**src/rtl/wrapper_sha256_pkg.sv**
```systemverilog
// ---------------------------------------------------------------------------
// wrapper_sha256_pkg: shared types and constants for the SHA-256 padder. Rev 1.0
// ---------------------------------------------------------------------------
`default_nettype none

package wrapper_sha256_pkg;

  localparam int SHA_BLOCK_W   = 512;
  localparam int SHA_LEN_W     = 64;
  // Largest tail that still leaves room for the marker bit and the length field.
  localparam int SHA_PAD_LIMIT = 447;

  typedef enum logic [1:0] {
    IDLE     = 2'd0,
    DATA     = 2'd1,
    PAD_ONE  = 2'd2,
    LEN_ONLY = 2'd3
  } state_e;

  typedef enum logic [2:0] {
    MODE_PASS       = 3'd0,
    MODE_TAIL_FIT   = 3'd1,
    MODE_TAIL_SPLIT = 3'd2,
    MODE_PAD_ONE    = 3'd3,
    MODE_LEN_ONLY   = 3'd4
  } pad_mode_e;

endpackage

`default_nettype wire

```
**src/rtl/wrapper_sha256_pad_block.sv**
```systemverilog
// ---------------------------------------------------------------------------
// wrapper_sha256_pad_block: builds one output block from data, tail length and mode. Rev 1.0
// ---------------------------------------------------------------------------
`default_nettype none

module wrapper_sha256_pad_block
  import wrapper_sha256_pkg::*;
(
  input  logic [SHA_BLOCK_W-1:0] data,
  input  logic [9:0]             r,
  input  logic [SHA_LEN_W-1:0]   len,
  input  pad_mode_e              mode,
  output logic [SHA_BLOCK_W-1:0] pad_out
);

  logic [SHA_BLOCK_W-1:0] keep_mask;
  logic [SHA_BLOCK_W-1:0] marker;
  logic [SHA_BLOCK_W-1:0] len_field;
  logic [SHA_BLOCK_W-1:0] top_bit;

  assign top_bit   = {1'b1, {(SHA_BLOCK_W-1){1'b0}}};
  // Message bits fill from the MSB down, so a tail of r bits keeps the top r positions.
  assign keep_mask = ~({SHA_BLOCK_W{1'b1}} >> r);
  assign marker    = top_bit >> r;
  assign len_field = {{(SHA_BLOCK_W-SHA_LEN_W){1'b0}}, len};

  always_comb begin
    pad_out = data;
    case (mode)
      MODE_PASS:       pad_out = data;
      MODE_TAIL_FIT:   pad_out = (data & keep_mask) | marker | len_field;
      MODE_TAIL_SPLIT: pad_out = (data & keep_mask) | marker;
      MODE_PAD_ONE:    pad_out = top_bit | len_field;
      MODE_LEN_ONLY:   pad_out = len_field;
      default:         pad_out = data;
    endcase
  end

endmodule

`default_nettype wire

```
**src/rtl/wrapper_sha256_msg_padder.sv**
```systemverilog
// ---------------------------------------------------------------------------
// wrapper_sha256_msg_padder: FIPS 180-4 message padder in front of the SHA-256 engine. Rev 1.0
// ---------------------------------------------------------------------------
`default_nettype none

module wrapper_sha256_msg_padder
  import wrapper_sha256_pkg::*;
#(
  parameter int PACKETWIDTH  = 512,
  parameter int CFGSIZEWIDTH = 64
) (
  input  logic                    hclk,
  input  logic                    hresetn,
  input  logic [CFGSIZEWIDTH-1:0] cfg_size,
  input  logic                    cfg_valid,
  output logic                    cfg_ready,
  input  logic [PACKETWIDTH-1:0]  in_packet,
  input  logic                    in_packet_last,
  input  logic                    in_packet_valid,
  output logic                    in_packet_ready,
  output logic [PACKETWIDTH-1:0]  out_packet,
  output logic                    out_packet_last,
  output logic                    out_packet_valid,
  input  logic                    out_packet_ready,
  output logic                    busy,
  output logic                    len_err
);

  localparam logic [SHA_LEN_W-1:0] BLOCK_BITS = SHA_LEN_W'(SHA_BLOCK_W);
  localparam logic [SHA_LEN_W-1:0] PAD_LIMIT  = SHA_LEN_W'(SHA_PAD_LIMIT);

  state_e                 state_q, state_d;
  logic [SHA_LEN_W-1:0]   rem_q, rem_d;
  logic [SHA_LEN_W-1:0]   len_q, len_d;
  logic [PACKETWIDTH-1:0] out_q, out_d;
  logic                   out_last_q, out_last_d;
  logic                   out_valid_q, out_valid_d;
  logic                   len_err_q, len_err_d;

  logic                   can_load;
  logic                   in_fire;
  pad_mode_e              mode;
  logic [SHA_BLOCK_W-1:0] pad_out;

  assign can_load         = !out_valid_q || out_packet_ready;
  assign cfg_ready        = (state_q == IDLE);
  assign in_packet_ready  = (state_q == DATA) && can_load;
  assign in_fire          = in_packet_valid && in_packet_ready;
  assign out_packet       = out_q;
  assign out_packet_last  = out_last_q;
  assign out_packet_valid = out_valid_q;
  assign len_err          = len_err_q;
  assign busy             = (state_q != IDLE) || out_valid_q;

  always_comb begin
    mode = MODE_PASS;
    case (state_q)
      DATA: begin
        if (rem_q >= BLOCK_BITS)    mode = MODE_PASS;
        else if (rem_q > PAD_LIMIT) mode = MODE_TAIL_SPLIT;
        else                        mode = MODE_TAIL_FIT;
      end
      PAD_ONE:  mode = MODE_PAD_ONE;
      LEN_ONLY: mode = MODE_LEN_ONLY;
      default:  mode = MODE_PASS;
    endcase
  end

  wrapper_sha256_pad_block u_pad_block (
    .data    (in_packet),
    .r       (rem_q[9:0]),
    .len     (len_q),
    .mode    (mode),
    .pad_out (pad_out)
  );

  always_comb begin
    state_d     = state_q;
    rem_d       = rem_q;
    len_d       = len_q;
    out_d       = out_q;
    out_last_d  = out_last_q;
    out_valid_d = out_valid_q && !out_packet_ready;
    len_err_d   = len_err_q;

    case (state_q)
      IDLE: begin
        if (cfg_valid) begin
          len_d     = SHA_LEN_W'(cfg_size);
          rem_d     = SHA_LEN_W'(cfg_size);
          len_err_d = 1'b0;
          state_d   = (cfg_size == '0) ? PAD_ONE : DATA;
        end
      end
      DATA: begin
        if (in_fire) begin
          out_valid_d = 1'b1;
          out_d       = pad_out;
          if (rem_q > BLOCK_BITS) begin
            rem_d      = rem_q - BLOCK_BITS;
            out_last_d = 1'b0;
            if (in_packet_last) len_err_d = 1'b1;
          end else begin
            if (!in_packet_last) len_err_d = 1'b1;
            if (rem_q == BLOCK_BITS) begin
              out_last_d = 1'b0;
              state_d    = PAD_ONE;
            end else if (rem_q > PAD_LIMIT) begin
              out_last_d = 1'b0;
              state_d    = LEN_ONLY;
            end else begin
              out_last_d = 1'b1;
              state_d    = IDLE;
            end
          end
        end
      end
      PAD_ONE, LEN_ONLY: begin
        if (can_load) begin
          out_valid_d = 1'b1;
          out_d       = pad_out;
          out_last_d  = 1'b1;
          state_d     = IDLE;
        end
      end
      default: state_d = IDLE;
    endcase
  end

  always_ff @(posedge hclk or negedge hresetn) begin
    if (!hresetn) begin
      state_q     <= IDLE;
      rem_q       <= '0;
      len_q       <= '0;
      out_q       <= '0;
      out_last_q  <= 1'b0;
      out_valid_q <= 1'b0;
      len_err_q   <= 1'b0;
    end else begin
      state_q     <= state_d;
      rem_q       <= rem_d;
      len_q       <= len_d;
      out_q       <= out_d;
      out_last_q  <= out_last_d;
      out_valid_q <= out_valid_d;
      len_err_q   <= len_err_d;
    end
  end

endmodule

`default_nettype wire

```
**config.mk**
```make
export PLATFORM = sky130hd
export DESIGN_NAME = wrapper_sha256_msg_padder
export DESIGN_NICKNAME = d
export VERILOG_FILES = /design/src/rtl/wrapper_sha256_pkg.sv /design/src/rtl/wrapper_sha256_pad_block.sv /design/src/rtl/wrapper_sha256_msg_padder.sv
export SDC_FILE = /design/constraint.sdc
export NUM_CORES = 2
export LEC_CHECK = 0
export CAP_MARGIN = 20
export CORE_AREA = 2 2 425 427
export CTS_CLUSTER_DIAMETER = 100
export DETAILED_ROUTE_END_ITERATION = 8
export DIE_AREA = 0 0 427 429
export GPL_ROUTABILITY_DRIVEN = 0
export PLACE_DENSITY = 0.41
export SLEW_MARGIN = 20
export SYNTH_ARGS = -nofsm -noshare
export SYNTH_HDL_FRONTEND = slang
export SYNTH_HIERARCHICAL = 1
export SYNTH_SLANG_ARGS = --single-unit
```
**constraint.sdc**
```tcl
create_clock -name hclk -period 5.05 [get_ports hclk]
set_clock_uncertainty 0.05 [all_clocks]
set_input_delay 0.7575 -clock hclk [delete_from_list [all_inputs] [get_ports hclk]]
set_output_delay 0.7575 -clock hclk [all_outputs]
set_load 0.05 [all_outputs]
```
* After elaboration in Yosys (flattened, before gate mapping) *
Cells that the tools add are included.

word-level totals
  output and inout port bits = 518
  bits of input ports = 582
  register bits = 645
  word-level logic and storage cells = 84

operators by class
  muxes and demuxes = 34
  $lt $le $gt $ge = 3
  reductions and logical operators = 18
  bitwise logic cells = 4
  shifts and indexed selects = 2
  equality and inequality tests = 15
  $add $sub $neg = 1

operator list
  operator                                                                 count
  512-bit case mux with 4 select lines                                     1
  512-bit 2-to-1 mux                                                       2
  512-bit case mux with 2 select lines                                     1
  512-bit by 10-bit right shift with 512-bit output, first input constant  2
  512-bit AND                                                              1
  512-bit inverter                                                         1
  512-bit OR                                                               1
  512-bit by 64-bit OR with 512-bit output                                 1
  64-bit 2-to-1 mux                                                        3
  64-bit case mux with 2 select lines                                      1
  64-bit by 10-bit equality test with 1-bit output, second input constant  1
  64-bit by 10-bit >= comparator with 1-bit output, second input constant  1
  64-bit by 10-bit > comparator with 1-bit output, second input constant   1
  64-bit by 9-bit > comparator with 1-bit output, second input constant    1
  64-bit logical NOT                                                       1
  64-bit by 10-bit subtractor with 64-bit output, second input constant    1
  2-bit 2-to-1 mux                                                         9
  1-bit 2-to-1 mux                                                         12
  3-bit case mux with 3 select lines                                       1
  2-bit inequality test, second input constant                             4
  4-bit AND reduction                                                      2
  3-bit by 2-bit equality test with 1-bit output, second input constant    2
  1-bit case mux with 2 select lines                                       3
  2-bit case mux with 3 select lines                                       1
  other kinds (16)                                                         23

* Longest topological paths before layout *
  depth after elaboration = 8
  gate-level depth with buffers = 18
  depth with buffers taken out = 13

* Hierarchy *
Netlist, hierarchy kept.

by module, submodules not included
  module                     sequential area each (um^2)  area each (um^2)  instances  cells an instance
  wrapper_sha256_msg_padder  16,140.5                     26,063.7          1          2,999
  wrapper_sha256_pad_block   0.0                          13,482.9          1          2,393

* Least setup slack after synthesis *
OpenSTA, ideal clock, no wires.

  path kind = reg2reg
  start = register rem_q[14]
  end = register out_q[256] (netlist: out_packet[256])
  cell stages (with the launch flop) = 17
  data required time = 4.882 ns
  clock period less this slack = 3.650 ns
  path buffers = 4
  data arrival time = 3.483 ns
  path slack = 1.400 ns
  setup time = 0.118 ns
  cells stage by stage = dfrtp_1 -> or4_1 -> nor3_1 -> and3_1 -> a311oi_1 -> a22o_1 -> buf_6 -> or3_4 -> and2_1 -> buf_2 -> buf_6 -> nand2_2 -> buf_6 -> mux2i_1 -> nor2_1 -> nand2_1 -> nand2_1

between the ends
  longest elaborated chain between the ends = 8
  elaborated cells on any way between the ends = 13
  those cells by class = order compare (2); eq/ne (4); mux (7)

RTL lines
  element                                         line                                                               RTL
  from (decl)                                     wrapper_sha256_msg_padder.sv:33                                    logic [SHA_LEN_W-1:0] rem_q, rem_d;
  from (signal assigned)                          wrapper_sha256_msg_padder.sv:141                                   rem_q <= rem_d;
  64-bit by 9-bit > comparator with 1-bit output  wrapper_sha256_msg_padder.sv:60                                    else if (rem_q > PAD_LIMIT) mode = MODE_TAIL_SPLIT;
  2-bit 2-to-1 mux                                wrapper_sha256_msg_padder.sv:60
  2-bit 2-to-1 mux *                              wrapper_sha256_msg_padder.sv:59                                    if (rem_q >= BLOCK_BITS) mode = MODE_PASS;
  3-bit case mux with 3 select lines *            wrapper_sha256_msg_padder.sv:57                                    case (state_q)
  net mode[1]                                     wrapper_sha256_msg_padder.sv:42                                    pad_mode_e mode;
  3-bit equality test (tied with other cells)     wrapper_sha256_pad_block.sv:29                                     case (mode)
  512-bit case mux with 4 select lines *          wrapper_sha256_pad_block.sv:29
  512-bit 2-to-1 mux (on tied branches)           wrapper_sha256_msg_padder.sv:119, wrapper_sha256_msg_padder.sv:96
  512-bit case mux with 2 select lines *          wrapper_sha256_msg_padder.sv:86                                    case (state_q)
  net out_d[256]                                  wrapper_sha256_msg_padder.sv:35                                    logic [PACKETWIDTH-1:0] out_q, out_d;
  to (signal assigned)                            wrapper_sha256_msg_padder.sv:143                                   out_q <= out_d;
  to (decl)                                       wrapper_sha256_msg_padder.sv:35

The timed path passes the listed nets; every way through them passes the cells marked *. The select of a mux whose other input is x is not followed.
A chain may end at the register's enable or synchronous reset.

* Worst setup path in the final report *
  start = register rem_q[14]
  end = register out_q[133] (netlist: out_packet[133])

The elaborated chain is that of the path after synthesis.

==> flow_summary.ini <==
[synthesis]
ys_ff_latch = 645
syn_area_sq_um = 39550
ys_async_sr_fraction_pct = 100.0
avgSynthCellArea_sq_um = 7.334
syn_inst = 5392
synth_nets = 5975
synth-edff-count = 0
synth_cell_types = 108
synth-seq-area-share_pct = 40.81
synth_ff_type = dfrtp_1
yosysWarnings = 6

[place]
dpl.hpwl_microns = 292400
port_buffers = 1099

[floorplan]
die_w_microns = 427
core_sq_um = 178000
die_area_sq_um = 183200
rows = 155
ios = 1100
dieHeight_microns = 429
start_util_pct = 22.21

[cts]
cts-resized-gates = 0
htreeDepth = 3
postCtsSetupBuffers = 0
clk_latency_ns = 0.73
clockRootBuffer = clkbuf_16
cts.sinks = 645
clk_pin_slew_worst_paths_ns = 0.06
cts_tree = yes
cts.path.max_buffers = 3
cts_made_buffers = 85
holdBufCountCts = 0

[timing]
fmax_ghz = 0.2093
rsz0062_at_grt = no
setup_viol = 0
finalMaxSlewViolations = 0
period_share_pct = 94.63
worst_pin_slew_ns = 1.398
period_needed_ns = 4.779
finalHoldViolCount = 0
finalSetupTns_ns = 0
slew_headroom_pct = 6.712

[worst_setup_path]
cp_slowest_cell = nor3_1
required_ns = 5.66
endpoint_kind = flop
critPathLaunchType = flop
cp_max_fo = 16
arrival_ns = 5.39
max_stage_delay_ns = 0.71
critical_path_class = flop to flop
r2r-start = rem_q[14]$_DFFE_PN0P_
critical_path.cell_chain = or4_1 > nor4_1 > and4_1 > a311oi_1 > a22o_1 > xor2_2 > buf_4 > nand3_2 > buf_4 > nor3_1 > o21ai_0 > o21ai_0 > nand2_1 > nand2_1
startpoint = rem_q[14]$_DFFE_PN0P_

[grt]
grt_pass1_vias = 49560
antenna_found_initial = 96
gr-total-overflow = 0
grt_max_degree = 135
grt_pass1_wl_microns = 489800
grt.total_usage_pct = 39.85

[cells_and_area]
layout_commonest_cell = nand2_1
drive_gt1_share_pct = 9.892
fill_cells = 19340
regArea_sq_um = 16150
nNetsFinal = 7073
multi_input_area_sq_um = 21550
area_growth_pct = 46.65
final_cell_mix = 2087 x nand2_1, 1098 x clkdlybuf4s50_1, 636 x dfrtp_1
final_core_util_pct = 32.58

[power_and_ir_drop]
max-vdd-ir-drop_mv = 0.2545
power.total_mw = 20.11
power.density_nw_per_um2 = 346.8
p_leak_nw = 25.23

[routing]
drc_errors = 0
ant_nets = 0
num_vias = 52670
via_per_inst = 5.866
drt_iter0_markers = 8252
wl_per_cell_microns = 42.18
drt-pass1-iter-count = 9
drt_wl_total_microns = 378700

[min_path]
hp-class = input port to async pin

[outcome]
outcome = completed

[job]
maxCapViolations = 0
==> path summary, 6_finish.rpt <==
check | to | slack, ns | cells past startpoint
max | out_packet[133]$_DFFE_PN0P_ | 0.27 | 14
min | out_packet[71]$_DFFE_PN0P_ | 0.05 | 1
max reg2reg | out_packet[133]$_DFFE_PN0P_ | 0.27 | 14
min reg2reg | out_packet[224]$_DFFE_PN0P_ | 0.42 | 2
max in group asynchronous | out_packet[81]$_DFFE_PN0P_ | 3.61 | 2
min in group hclk | out_packet[224]$_DFFE_PN0P_ | 0.42 | 2
==> final cells by class <==
type / instances / area share, %
flip-flops and latches: 645 / 27.85
clock buffers: 118 / 4.142
clock inverters: 40 / 0.9190
repair buffers: 1456 / 24.34
inverters: 37 / 0.2395
well taps: 2355 / 5.081
diodes: 62 / 0.2675
multi-input cells: 4265 / 37.15
==> where the power goes <==
part / switching, mW / internal, mW / total [mW]
Combinational: 4.99 / 2.06 / 7.05
Sequential: 0.646 / 5.81 / 6.46
Clock: 2.83 / 3.77 / 6.60
Total: 8.47 / 11.6 / 20.1
==> routing by layer <==
layer	global-route usage, %	up-vias	wire length, microns
li1	-	20970	-
met1	44.84	26130	132700
met2	60.27	4235	163600
met3	14.31	1267	43660
met4	32.53	62	38260
met5	0.8730	-	412
==> cells by family (layout without fill, tap and decap cells) <==
logic type                 after synthesis  after routing  synth area share, %
AOI/OAI and AO/OA                     1515           1515                24.18
xor gates and xnor gates                 5              5               0.1487
adders and majority gates                3              3              0.08226
buffers and inverters                  482           1651                5.372
DFF                                    645            645                40.81
muxes                                   19             19               0.5126
other                                    0             62                    0
and+or+nand+nor                       2723           2723                28.89
==> metrics by stage <==
| step | hold slack (ns) | area [sq um] | instances | setup WS [ns] |
|---|---|---|---|---|
| global placement | 0.4085 | 54850 | 8757 | 0.4982 |
| global route | 0.09561 | 57930 | 8952 | 0.1298 |
| detailed placement | 0.4115 | 54870 | 8757 | 0.4466 |
| CTS | 0.06881 | 57800 | 8915 | 0.3821 |
| floorplan | 0.3948 | 39550 | 5392 | 1.400 |
| finish | 0.04825 | 58000 | 8978 | 0.2712 |
==> state kept, by name (all words and copies together) (netlist names) <==
signal / count
len_q: 64
out_packet: 512
out_packet_valid: 1
state_q: 2
rem_q: 64
len_err: 1
out_packet_last: 1
==> cells in the mapped netlist (all sizes together), types with 27 or more instances <==
cell	n	area (sq um)
a21o	27	202.7
a21oi	311	1564
a22o	83	727.0
a22oi	32	240.2
a31oi	48	300.3
a32o	36	360.4
buf	178	983.4
clkbuf	267	1002
dfrtp	645	16140
inv	36	135.1
nand2	2096	7883
nand3	78	395.4
nor2	240	943.4
nor3	73	429.2
nor4	49	427.9
o211ai	36	275.3
o21ai	559	2801
o22ai	98	613.1
o2bb2ai	31	271.5
o31ai	37	277.8
or3	27	178.9
==> worst max-delay path: cells and delay by family (launching register included) <==
family          cells  cell delay, ns
flops               1            0.44
buf+inv             2            0.57
compound gates      4            0.89
xor+xnor            1            0.24
simple gates        7            2.49
No activity file was read; power rests on OpenSTA's default activity.
